===== src/rtl/fp_div.sv =====
// Iterative single-precision divider: specials resolve in one cycle, everything
// else runs a 27-step restoring divide, then a normalize and a round stage.
module fp_div #(
  parameter int W = 32,
  parameter int M = 22,
  parameter int E = 30
) (
  input  logic         clk,
  input  logic         rst,
  input  logic [W-1:0] in1,
  input  logic [W-1:0] in2,
  input  logic [2:0]   round_m,
  input  logic         act,
  output logic [W-1:0] out,
  output logic         ov,
  output logic         un,
  output logic         inv,
  output logic         inexact,
  output logic         dz,
  output logic         busy,
  output logic         done
);

  localparam int FW = M + 1;
  localparam int EW = E - M;
  localparam int SW = FW + 1;
  localparam int QW = SW + 3;
  localparam int XW = EW + 2;
  localparam int CW = $clog2(QW);

  localparam logic signed [XW-1:0] BIAS = XW'((1 << (EW - 1)) - 1);
  localparam logic signed [XW-1:0] EMAX = XW'((1 << EW) - 2);
  localparam logic signed [XW-1:0] EONE = XW'(1);

  // Rounding-mode codes shared with the other arithmetic blocks
  localparam logic [2:0] RM_RNE = 3'd0;
  localparam logic [2:0] RM_RNA = 3'd1;
  localparam logic [2:0] RM_RZ  = 3'd2;
  localparam logic [2:0] RM_RU  = 3'd3;
  localparam logic [2:0] RM_RD  = 3'd4;

  localparam logic [W-1:0] NAN_Q   = {1'b0, {EW{1'b1}}, 1'b1, {(FW-1){1'b0}}};
  localparam logic [W-2:0] INF_MAG = {{EW{1'b1}}, {FW{1'b0}}};
  localparam logic [W-2:0] MAX_MAG = {{(EW-1){1'b1}}, 1'b0, {FW{1'b1}}};

  typedef enum logic [1:0] {S_IDLE, S_DIV, S_NORM, S_ROUND} state_t;

  state_t r_state, w_next;

  logic              r_s;
  logic [EW-1:0]     r_ea, r_eb;
  logic [2:0]        r_rm;
  logic [SW-1:0]     r_mb;
  logic [SW:0]       r_rem;
  logic [QW-1:0]     r_q;
  logic [CW-1:0]     r_cnt;
  logic [FW-1:0]     r_mant;
  logic              r_g, r_st;
  logic signed [XW-1:0] r_exp;

  logic          w_s1, w_s2, w_sign;
  logic [EW-1:0] w_e1, w_e2;
  logic [FW-1:0] w_f1, w_f2;
  logic w_z1, w_z2, w_i1, w_i2, w_n1, w_n2, w_sn1, w_sn2;

  assign w_s1   = in1[W-1];
  assign w_s2   = in2[W-1];
  assign w_e1   = in1[E:M+1];
  assign w_e2   = in2[E:M+1];
  assign w_f1   = in1[M:0];
  assign w_f2   = in2[M:0];
  assign w_sign = w_s1 ^ w_s2;
  // Exponent 0 means zero regardless of fraction: denormals are flushed
  assign w_z1   = (w_e1 == '0);
  assign w_z2   = (w_e2 == '0);
  assign w_i1   = (&w_e1) && (w_f1 == '0);
  assign w_i2   = (&w_e2) && (w_f2 == '0);
  assign w_n1   = (&w_e1) && (w_f1 != '0);
  assign w_n2   = (&w_e2) && (w_f2 != '0);
  assign w_sn1  = w_n1 && !w_f1[FW-1];
  assign w_sn2  = w_n2 && !w_f2[FW-1];

  logic          w_special, w_sp_inv, w_sp_dz;
  logic [W-1:0]  w_sp_out;

  always_comb begin
    w_special = 1'b1;
    w_sp_out  = '0;
    w_sp_inv  = 1'b0;
    w_sp_dz   = 1'b0;
    if (w_n1 || w_n2) begin
      w_sp_out = NAN_Q;
      w_sp_inv = w_sn1 || w_sn2;
    end else if ((w_z1 && w_z2) || (w_i1 && w_i2)) begin
      w_sp_out = NAN_Q;
      w_sp_inv = 1'b1;
    end else if (w_z2 && !w_i1) begin
      w_sp_out = {w_sign, INF_MAG};
      w_sp_dz  = 1'b1;
    end else if (w_i1) begin
      w_sp_out = {w_sign, INF_MAG};
    end else if (w_z1 || w_i2) begin
      w_sp_out = {w_sign, {(W-1){1'b0}}};
    end else begin
      w_special = 1'b0;
    end
  end

  logic          w_ge, w_last;
  logic [SW:0]   w_diff;

  assign w_ge   = (r_rem >= {1'b0, r_mb});
  assign w_diff = w_ge ? (r_rem - {1'b0, r_mb}) : r_rem;
  assign w_last = (r_cnt == CW'(QW - 1));

  logic signed [XW-1:0] w_ediff, w_n_exp;
  logic [FW-1:0]        w_n_mant;
  logic                 w_n_g, w_n_st, w_rem_nz;

  assign w_ediff  = $signed({2'b00, r_ea}) - $signed({2'b00, r_eb});
  assign w_rem_nz = (r_rem != '0);

  always_comb begin
    if (r_q[QW-1]) begin
      w_n_mant = r_q[QW-2:3];
      w_n_g    = r_q[2];
      w_n_st   = r_q[1] | r_q[0] | w_rem_nz;
      w_n_exp  = w_ediff + BIAS;
    end else begin
      w_n_mant = r_q[QW-3:2];
      w_n_g    = r_q[1];
      w_n_st   = r_q[0] | w_rem_nz;
      w_n_exp  = w_ediff + BIAS - EONE;
    end
  end

  logic                 w_inc, w_r_ov, w_r_un, w_r_inx;
  logic [FW:0]          w_mant_r;
  logic signed [XW-1:0] w_exp_r;
  logic [W-1:0]         w_r_out;

  always_comb begin
    case (r_rm)
      RM_RNA:  w_inc = r_g;
      RM_RZ:   w_inc = 1'b0;
      RM_RU:   w_inc = (r_g | r_st) & ~r_s;
      RM_RD:   w_inc = (r_g | r_st) & r_s;
      default: w_inc = r_g & (r_st | r_mant[0]);
    endcase
    // Carry-out leaves the low FW bits at zero, i.e. 1.0 at the next exponent
    w_mant_r = {1'b0, r_mant} + {{FW{1'b0}}, w_inc};
    w_exp_r  = r_exp + {{(XW-1){1'b0}}, w_mant_r[FW]};
    w_r_ov   = 1'b0;
    w_r_un   = 1'b0;
    w_r_inx  = r_g | r_st;
    w_r_out  = {r_s, w_exp_r[EW-1:0], w_mant_r[FW-1:0]};
    if (w_exp_r > EMAX) begin
      w_r_ov  = 1'b1;
      w_r_inx = 1'b1;
      case (r_rm)
        RM_RZ:   w_r_out = {r_s, MAX_MAG};
        RM_RU:   w_r_out = r_s ? {1'b1, MAX_MAG} : {1'b0, INF_MAG};
        RM_RD:   w_r_out = r_s ? {1'b1, INF_MAG} : {1'b0, MAX_MAG};
        default: w_r_out = {r_s, INF_MAG};
      endcase
    end else if (w_exp_r < EONE) begin
      w_r_un  = 1'b1;
      w_r_inx = 1'b1;
      w_r_out = {r_s, {(W-1){1'b0}}};
    end
  end

  always_ff @(posedge clk or negedge rst) begin
    if (!rst) r_state <= S_IDLE;
    else      r_state <= w_next;
  end

  always_comb begin
    w_next = r_state;
    case (r_state)
      S_IDLE:  if (act && !w_special) w_next = S_DIV;
      S_DIV:   if (w_last) w_next = S_NORM;
      S_NORM:  w_next = S_ROUND;
      S_ROUND: w_next = S_IDLE;
      default: w_next = S_IDLE;
    endcase
  end

  always_ff @(posedge clk or negedge rst) begin
    if (!rst) begin
      out     <= '0;
      ov      <= 1'b0;
      un      <= 1'b0;
      inv     <= 1'b0;
      inexact <= 1'b0;
      dz      <= 1'b0;
      busy    <= 1'b0;
      done    <= 1'b0;
      r_s     <= 1'b0;
      r_ea    <= '0;
      r_eb    <= '0;
      r_rm    <= '0;
      r_mb    <= '0;
      r_rem   <= '0;
      r_q     <= '0;
      r_cnt   <= '0;
      r_mant  <= '0;
      r_g     <= 1'b0;
      r_st    <= 1'b0;
      r_exp   <= '0;
    end else begin
      done <= 1'b0;
      busy <= (r_state != S_IDLE);
      case (r_state)
        S_IDLE: begin
          if (act) begin
            if (w_special) begin
              out     <= w_sp_out;
              inv     <= w_sp_inv;
              dz      <= w_sp_dz;
              ov      <= 1'b0;
              un      <= 1'b0;
              inexact <= 1'b0;
              done    <= 1'b1;
            end else begin
              r_s   <= w_sign;
              r_ea  <= w_e1;
              r_eb  <= w_e2;
              r_rm  <= round_m;
              r_mb  <= {1'b1, w_f2};
              r_rem <= {2'b01, w_f1};
              r_q   <= '0;
              r_cnt <= '0;
            end
          end
        end
        S_DIV: begin
          r_q   <= {r_q[QW-2:0], w_ge};
          // Last step keeps the true remainder; earlier steps pre-shift it
          r_rem <= w_last ? w_diff : {w_diff[SW-1:0], 1'b0};
          r_cnt <= r_cnt + CW'(1);
        end
        S_NORM: begin
          r_mant <= w_n_mant;
          r_g    <= w_n_g;
          r_st   <= w_n_st;
          r_exp  <= w_n_exp;
        end
        S_ROUND: begin
          out     <= w_r_out;
          ov      <= w_r_ov;
          un      <= w_r_un;
          inexact <= w_r_inx;
          inv     <= 1'b0;
          dz      <= 1'b0;
          done    <= 1'b1;
        end
        default: ;
      endcase
    end
  end

endmodule


===== config.mk =====
export PLATFORM = sky130hd
export DESIGN_NAME = fp_div
export DESIGN_NICKNAME = d
export VERILOG_FILES = /design/src/rtl/fp_div.sv
export SDC_FILE = /design/constraint.sdc
export NUM_CORES = 1
export LEC_CHECK = 0
export BUFFER_PORTS_ARGS = -buffer_cell sky130_fd_sc_hd__buf_2
export CELL_PAD_IN_SITES_DETAIL_PLACEMENT = 0
export CELL_PAD_IN_SITES_GLOBAL_PLACEMENT = 2
export CORE_MARGIN = 5
export CORE_UTILIZATION = 37
export CTS_CLUSTER_SIZE = 25
export DETAILED_ROUTE_END_ITERATION = 6
export PLACE_DENSITY = 0.88
export SYNTH_ARGS = -nofsm -noshare
export SYNTH_HDL_FRONTEND = slang
export SYNTH_SLANG_ARGS = --single-unit

===== constraint.sdc =====
create_clock -name clk -period 6.2 [get_ports clk]
set_input_delay 0 -clock clk [delete_from_list [all_inputs] [get_ports clk]]
set_output_delay 0 -clock clk [all_outputs]
set_load 0.1 [all_outputs]

==> impl_metrics.env, run 1 <==
export IMPL_power_leakage_nw=5.94
export IMPL_place_ws_ns=0.469
export IMPL_power_share_combinational_pct=61.6
export IMPL_power_mw=8.07
export IMPL_setup_tns_ns=0
export IMPL_r2r_start="r_rm[2]"
export IMPL_cts_buffers=17
export IMPL_cts_buffer_depth=2
export IMPL_clockRootBuffer="clkbuf_16"
export IMPL_dpl_cell_area_sq_um=11900
export IMPL_grt_usage_pct=18.7
export IMPL_path_buf_inv=2
export IMPL_crit_arrival_ns=5.73
export IMPL_vias=9666
export IMPL_synth_area_sq_um=11000
export IMPL_yosysSeqAreaShare_pct=40.3
export IMPL_num_rows=63
export IMPL_syn_nets=1381
export IMPL_synth_edf_count=0
export IMPL_htreeDepth=4
export IMPL_rsz0062_at_grt="no"
export IMPL_netlist_instances=1264
export IMPL_critical_path_required_ns=6.58
export IMPL_switchingPower_mw=4.15
export IMPL_r2r_end="out[10]"
export IMPL_tritoncts="yes"
export IMPL_synthFlopType="dfrtp_1"
export IMPL_clock_power_share_pct=13.9
export IMPL_finalNetCount=1525
export IMPL_finalSetupViolCount=0
export IMPL_port_buffers=108
export IMPL_fmax_mhz=187
export IMPL_cap_violations=0
export IMPL_grt_max_degree=92
export IMPL_wl_um=30500
export IMPL_final_common_cell="nand2_1"
export IMPL_cts_sinks=177
export IMPL_drc_errors=0
export IMPL_clk_pin_slew_ns=0.09
export IMPL_final_cell_mix="nand2_1 (196), dfrtp_1 (177), buf_2 (107)"
export IMPL_synth_async_reset_ratio_pct=100
export IMPL_drive_gt1_share_pct=13.9
export IMPL_fin_crit_sh_pct=86.2
export IMPL_hold_viol=0
export IMPL_gp_congestion=0.833
export IMPL_skew_ns=0.0182
export IMPL_clk_latency_ns=0.44
export IMPL_hold_path_class="input port to flop"
export IMPL_ys_types=76
export IMPL_crit_family="simple AND/OR/NAND/NOR gates"
export IMPL_r2r_cells=25
export IMPL_routedWlPerCell_um=16.9
export IMPL_holdWs_ns=0.0373
export IMPL_ir_drop_v=0.000266
export IMPL_ys_seq_elements=177
export IMPL_path_max_fanout=19
export IMPL_powerDensity_nw_per_um2=613
export IMPL_critical_path_max_stage_delay_ns=0.64
export IMPL_antenna_found_initial=0
export IMPL_coreArea_sq_um=29500
export IMPL_status="finished clean"
export IMPL_fp_dieH_um=182
export IMPL_critPathLaunch="r_rm[2]"
export IMPL_grt_pass1_wl_um=50900
export IMPL_cp_depth=25
export IMPL_final_area_sq_um=13200
export IMPL_critPathKind="flop to flop"
export IMPL_detail_route_vias_per_cell=5.34
export IMPL_maxSlewViolCount=0
export IMPL_worstSetupStartpointType="flop"
export IMPL_dieWidth_um=182
export IMPL_hpwl_um=21800
export IMPL_areaGrowthSynthToFinish_pct=19.8
export IMPL_p_sw_share_pct=51.4
export IMPL_num_antenna_cells=0
export IMPL_grt_overflow_total=0
export IMPL_firstDrtPassIters=5
export IMPL_seqPwrFrac_pct=24.5
export IMPL_crit_end="out[10]"
export IMPL_antenna_left=0
export IMPL_setup_ws_ns=0.857
export IMPL_synth_yosys_warnings=0
export IMPL_r2r_slack_ns=0.86
export IMPL_avgSynthCellArea_sq_um=8.69
export IMPL_intPower_mw=3.92
export IMPL_die_area_sq_um=33200
export IMPL_drt_initial_drc_count=647
export IMPL_slew_headroom_pct=40.4
export IMPL_worstMarginPinSlew_ns=0.894
export IMPL_slowest_stage="nor2b_2"
export IMPL_grt_pass1_vias=9621
export IMPL_critPathCaptureType="flop"
export IMPL_boundaryPins=109
export IMPL_fin_crit_ns=5.34
export IMPL_start_util_pct=37.2
## power groups by stage
stage | Sequential, mW | Combinational, mW | Clock (mW)
4_1_cts | 1.97 | 4.98 | 1.16
3_5_place_dp | 1.99 | 4.92 | 0
2_1_floorplan | 2.47 | 3.37 | 0
5_1_grt | 2.04 | 5.52 | 1.21
6_report | 1.98 | 4.97 | 1.13
3_3_place_gp | 1.98 | 4.89 | 0
## worst register-to-register path: stages, from the launching register on
cell and delay (ns):
dfrtp_1 0.42, nor2b_1 0.20, nand2b_1 0.10, inv_1 0.08
ha_1 0.22, nor2_1 0.14, nand2_1 0.07, o22a_1 0.18
a21oi_1 0.16, ha_1 0.23, nand2_1 0.07, nor3_1 0.24
nand3_1 0.22, nor3_1 0.21, buf_4 0.16, and3_1 0.20
ha_1 0.28, and4_1 0.29, nand2_1 0.08, xor2_1 0.25
o21ai_1 0.14, nand2b_1 0.12, a211o_1 0.15, nor2b_2 0.21
nor2b_2 0.64, a22o_1 0.23
## final cells by class
| cell class | instances | area [sq um] |
|---|---|---|
| Inverter | 57 | 214 |
| Multi-Input combinational cell | 967 | 6080 |
| Timing Repair Buffer | 188 | 1310 |
| Sequential cell | 177 | 4430 |
| Tap cell | 390 | 488 |
| Clock buffer | 17 | 425 |
| Fill cell | 2908 | 16300 |
| Clock inverter | 15 | 205 |
## routing by layer
layer	up-vias	part of all wire (%)	track usage, %	routed length (um)
li1	4813	-	-	-
met1	4586	48	26.8	14600
met2	232	46	29.9	14000
met3	35	4.9	2.89	1490
met4	0	1.3	4.29	412
met5	-	0	0	0
## per-stage QoR
step	std cells	utilization (%)
CTS	1811	44.6
finish	1811	44.6
global route	1811	44.6
floorplan	1264	-
detailed placement	1714	40.3
global placement	1714	40.3
## how the worst min path moves through the flow
stage | end | cells after the start | slack, ns | startpoint
after floorplan | busy | 0 | -0.30 | rst
after detailed placement | out[11] | 1 | 0.03 | rst
final | r_rem[21] | 4 | 0.04 | in1[21]
after CTS | r_rem[21] | 4 | 0.005 | in1[21]
after global placement | out[11] | 1 | 0.02 | rst
after global routing | r_rem[21] | 4 | 0.04 | in1[21]
## sequential cells by signal (all words and copies together) (netlist names), 2 cells and up
name / cells
r_rm: 3
r_mb: 24
r_ea: 8
r_q: 27
r_rem: 25
r_cnt: 5
r_eb: 8
r_exp: 10
out: 32
r_mant: 23
r_state: 2
## cell families after synthesis
logic type	count (synthesis)	synth area share, %
fa+ha+maj	47	5.49
flops	177	40.3
xor+xnor	62	4.95
simple gates	489	20.7
mux	49	4.67
buf+inv	120	4.40
compound gates	320	19.5
## what timing repair did
action | CTS | global route
endpoints found under the hold margin | 123 | 0
buffers inserted | 0 | 0
gates resized for setup | 0 | 1
hold buffers | 65 | 0
endpoints found under the setup margin | 0 | 19
## synth_stat cells (4+ instances only)
master,n,area share [%]
buf_2,14,0.64
a21oi_1,88,4.0
a21o_1,15,1.0
a22o_1,23,1.8
and4_1,4,0.32
inv_1,57,1.9
o221ai_1,4,0.32
nor2_1,96,3.3
o21ai_0,80,3.6
nor4_1,16,0.91
o21bai_1,6,0.41
nand2b_1,16,0.91
buf_1,8,0.27
clkbuf_1,38,1.3
and2_1,5,0.28
a211oi_1,10,0.68
xor2_1,31,2.5
o22a_1,4,0.32
o311ai_0,5,0.40
or4_1,5,0.34
and3_1,23,1.3
a311oi_1,7,0.56
nand2_1,196,6.7
dfrtp_1,177,40
xnor2_1,31,2.5
o22ai_1,8,0.46
a21boi_0,4,0.27
nor3_1,26,1.2
nand4_1,16,0.91
a211o_1,12,0.96
mux2_2,18,1.8
a221o_1,5,0.46
nor2b_1,9,0.51
o211ai_1,7,0.48
mux2i_1,31,2.8
a31oi_1,7,0.40
o31ai_1,6,0.41
ha_1,45,5.1
nand3_1,60,2.7
Note: power is estimated with default switching activity, not from simulation.
==> run 2: changes to the inputs <==
- CORE_UTILIZATION: 37 -> 38
- CTS_BUF_LIST: unset -> sky130_fd_sc_hd__clkbuf_8
- CTS_CLUSTER_DIAMETER: unset -> 50
- PLACE_DENSITY: 0.88 -> 0.9
==> impl_metrics.env, run 2 (synthesized netlist as in run 1, its figures left out) <==
export IMPL_critPathKind="flop to flop"
export IMPL_final_common_cell="nand2_1"
export IMPL_dieWidth_um=180
export IMPL_power_share_combinational_pct=63.6
export IMPL_gp_congestion=0.861
export IMPL_areaGrowthSynthToFinish_pct=18.5
export IMPL_worstSetupStartpointType="flop"
export IMPL_min_to="out[31]"
export IMPL_slowest_stage="nor2b_2"
export IMPL_boundaryPins=109
export IMPL_antenna_left=0
export IMPL_detail_route_vias_per_cell=5.34
export IMPL_routedWlPerCell_um=16.6
export IMPL_finalSetupViolCount=0
export IMPL_cts_buffer_depth=2
export IMPL_worstMarginPinSlew_ns=1.04
export IMPL_cts_buffers=17
export IMPL_critPathLaunch="r_rm[2]"
export IMPL_cap_violations=0
export IMPL_fp_dieH_um=180
export IMPL_final_cell_mix="nand2_1 (196), dfrtp_1 (177), buf_2 (107)"
export IMPL_r2r_cells=25
export IMPL_switchingPower_mw=4.14
export IMPL_clock_power_share_pct=11.3
export IMPL_postCtsSetupBuffers=0
export IMPL_rsz0062_at_grt="no"
export IMPL_intPower_mw=3.68
export IMPL_fin_crit_sh_pct=86.2
export IMPL_hold_path_class="input port to flop"
export IMPL_seqPwrFrac_pct=25.2
export IMPL_path_max_fanout=19
export IMPL_top_regs="out x32, r_q x27, r_rem x25"
export IMPL_wl_um=30100
export IMPL_critical_path_max_stage_delay_ns=0.64
export IMPL_ir_drop_v=0.000231
export IMPL_fmax_mhz=187
export IMPL_start_util_pct=38.4
export IMPL_r2r_end="out[0]"
export IMPL_grt_usage_pct=18.8
export IMPL_r2r_start="r_rm[2]"
export IMPL_hold_viol=0
export IMPL_skew_ns=0.0200
export IMPL_num_rows=62
export IMPL_power_leakage_nw=5.87
export IMPL_largest_register_ffs=32
export IMPL_powerDensity_nw_per_um2=601
export IMPL_grt_max_degree=101
export IMPL_slew_headroom_pct=31.0
export IMPL_setup_tns_ns=0
export IMPL_critPathCaptureType="flop"
export IMPL_cts_sinks=177
export IMPL_grt_pass1_vias=9356
export IMPL_dpl_cell_area_sq_um=11900
export IMPL_htreeDepth=4
export IMPL_p_sw_share_pct=52.9
export IMPL_top_register="out"
export IMPL_grt_pass1_wl_um=50500
export IMPL_r2r_slack_ns=0.85
export IMPL_maxSlewViolCount=0
export IMPL_die_area_sq_um=32400
export IMPL_coreArea_sq_um=28600
export IMPL_drt_initial_drc_count=636
export IMPL_firstDrtPassIters=5
export IMPL_status="finished clean"
export IMPL_min_path_cells=4
export IMPL_finalNetCount=1528
export IMPL_hpwl_um=21200
export IMPL_fin_crit_ns=5.35
export IMPL_drc_errors=0
export IMPL_final_area_sq_um=13000
export IMPL_clk_latency_ns=0.49
export IMPL_critical_path_required_ns=6.63
export IMPL_hp_start="in2[31]"
export IMPL_clockRootBuffer="clkbuf_8"
export IMPL_vias=9651
export IMPL_num_antenna_cells=0
export IMPL_antenna_found_initial=0
export IMPL_clk_pin_slew_ns=0.12
export IMPL_port_buffers=108
export IMPL_drive_gt1_share_pct=13.8
export IMPL_tritoncts="yes"
export IMPL_grt_overflow_total=0
export IMPL_crit_arrival_ns=5.77
-- run 2: cell types whose count changed in the layout (fill, tap and decap cells not counted), sizes merged --
| cell | before | now |
|---|---|---|
| clkinv | 8 | 7 |
| buf | 123 | 122 |
| dlygate4sd3 | 65 | 69 |
| inv | 63 | 65 |
| clkinvlp | 1 | 0 |
-- run 2: critical path, delay by kind of cell (launching register included) --
kind | cells | cell delay (ns)
AOI/OAI and AO/OA | 5 | 0.84
adders and majority gates | 3 | 0.77
DFF | 1 | 0.45
xor gates and xnor gates | 1 | 0.23
and+or+nand+nor | 14 | 2.78
buffers and inverters | 2 | 0.23
-- run 2: how the worst max path moves through the flow --
stage	slack, ns	depth (start not counted)	endpoint
CTS	0.44	25	out[0]
global route	0.23	24	out[8]
floorplan	1.33	26	out[10]
detailed placement	0.46	25	out[0]
finish	0.85	25	out[0]
global placement	0.58	25	out[10]
-- run 2: routing by layer --
| layer | GRT usage [%] | up-vias | wire length [um] |
|---|---|---|---|
| met5 | 0 | - | 0 |
| met4 | 3.99 | 0 | 341 |
| met3 | 2.93 | 20 | 1380 |
| met2 | 30.3 | 251 | 13800 |
| met1 | 26.9 | 4566 | 14500 |
| li1 | - | 4814 | - |
-- run 2: final cells by class --
type / count / area, sq um
sequential: 177 / 4430
clock buffer: 17 / 234
multi-input combinational: 967 / 6080
fill: 2818 / 15600
inverter: 57 / 214
tap: 384 / 480
clock inverter: 15 / 220
timing repair buffer: 191 / 1340
-- run 2: power by group through the flow --
stage | clock, mW | sequential, mW | combinational [mW]
floorplan | 0 | 2.47 | 3.37
global placement | 0 | 1.98 | 4.88
detailed placement | 0 | 1.99 | 4.91
CTS | 0.910 | 1.97 | 4.97
global route | 0.960 | 2.03 | 5.53
finish | 0.882 | 1.97 | 4.97
-- run 2: stage by stage --
step	hold WS, ns	util, %	power (mW)	setup slack (ns)	instances
after CTS	0.0110	45.4	7.85	0.439	1808
after detailed placement	0.179	41.4	6.90	0.459	1707
after global routing	0.0538	45.4	8.52	0.230	1808
after floorplan	-0.296	-	5.85	1.33	1264
after global placement	0.177	41.4	6.87	0.578	1707
final	0.0492	45.4	7.82	0.854	1808
-- run 2: what timing repair did --
item	4_1_cts	5_1_grt
hold endpoints to repair	167	0
resized for setup	0	1
hold buffers	69	0
setup endpoints to repair	0	19
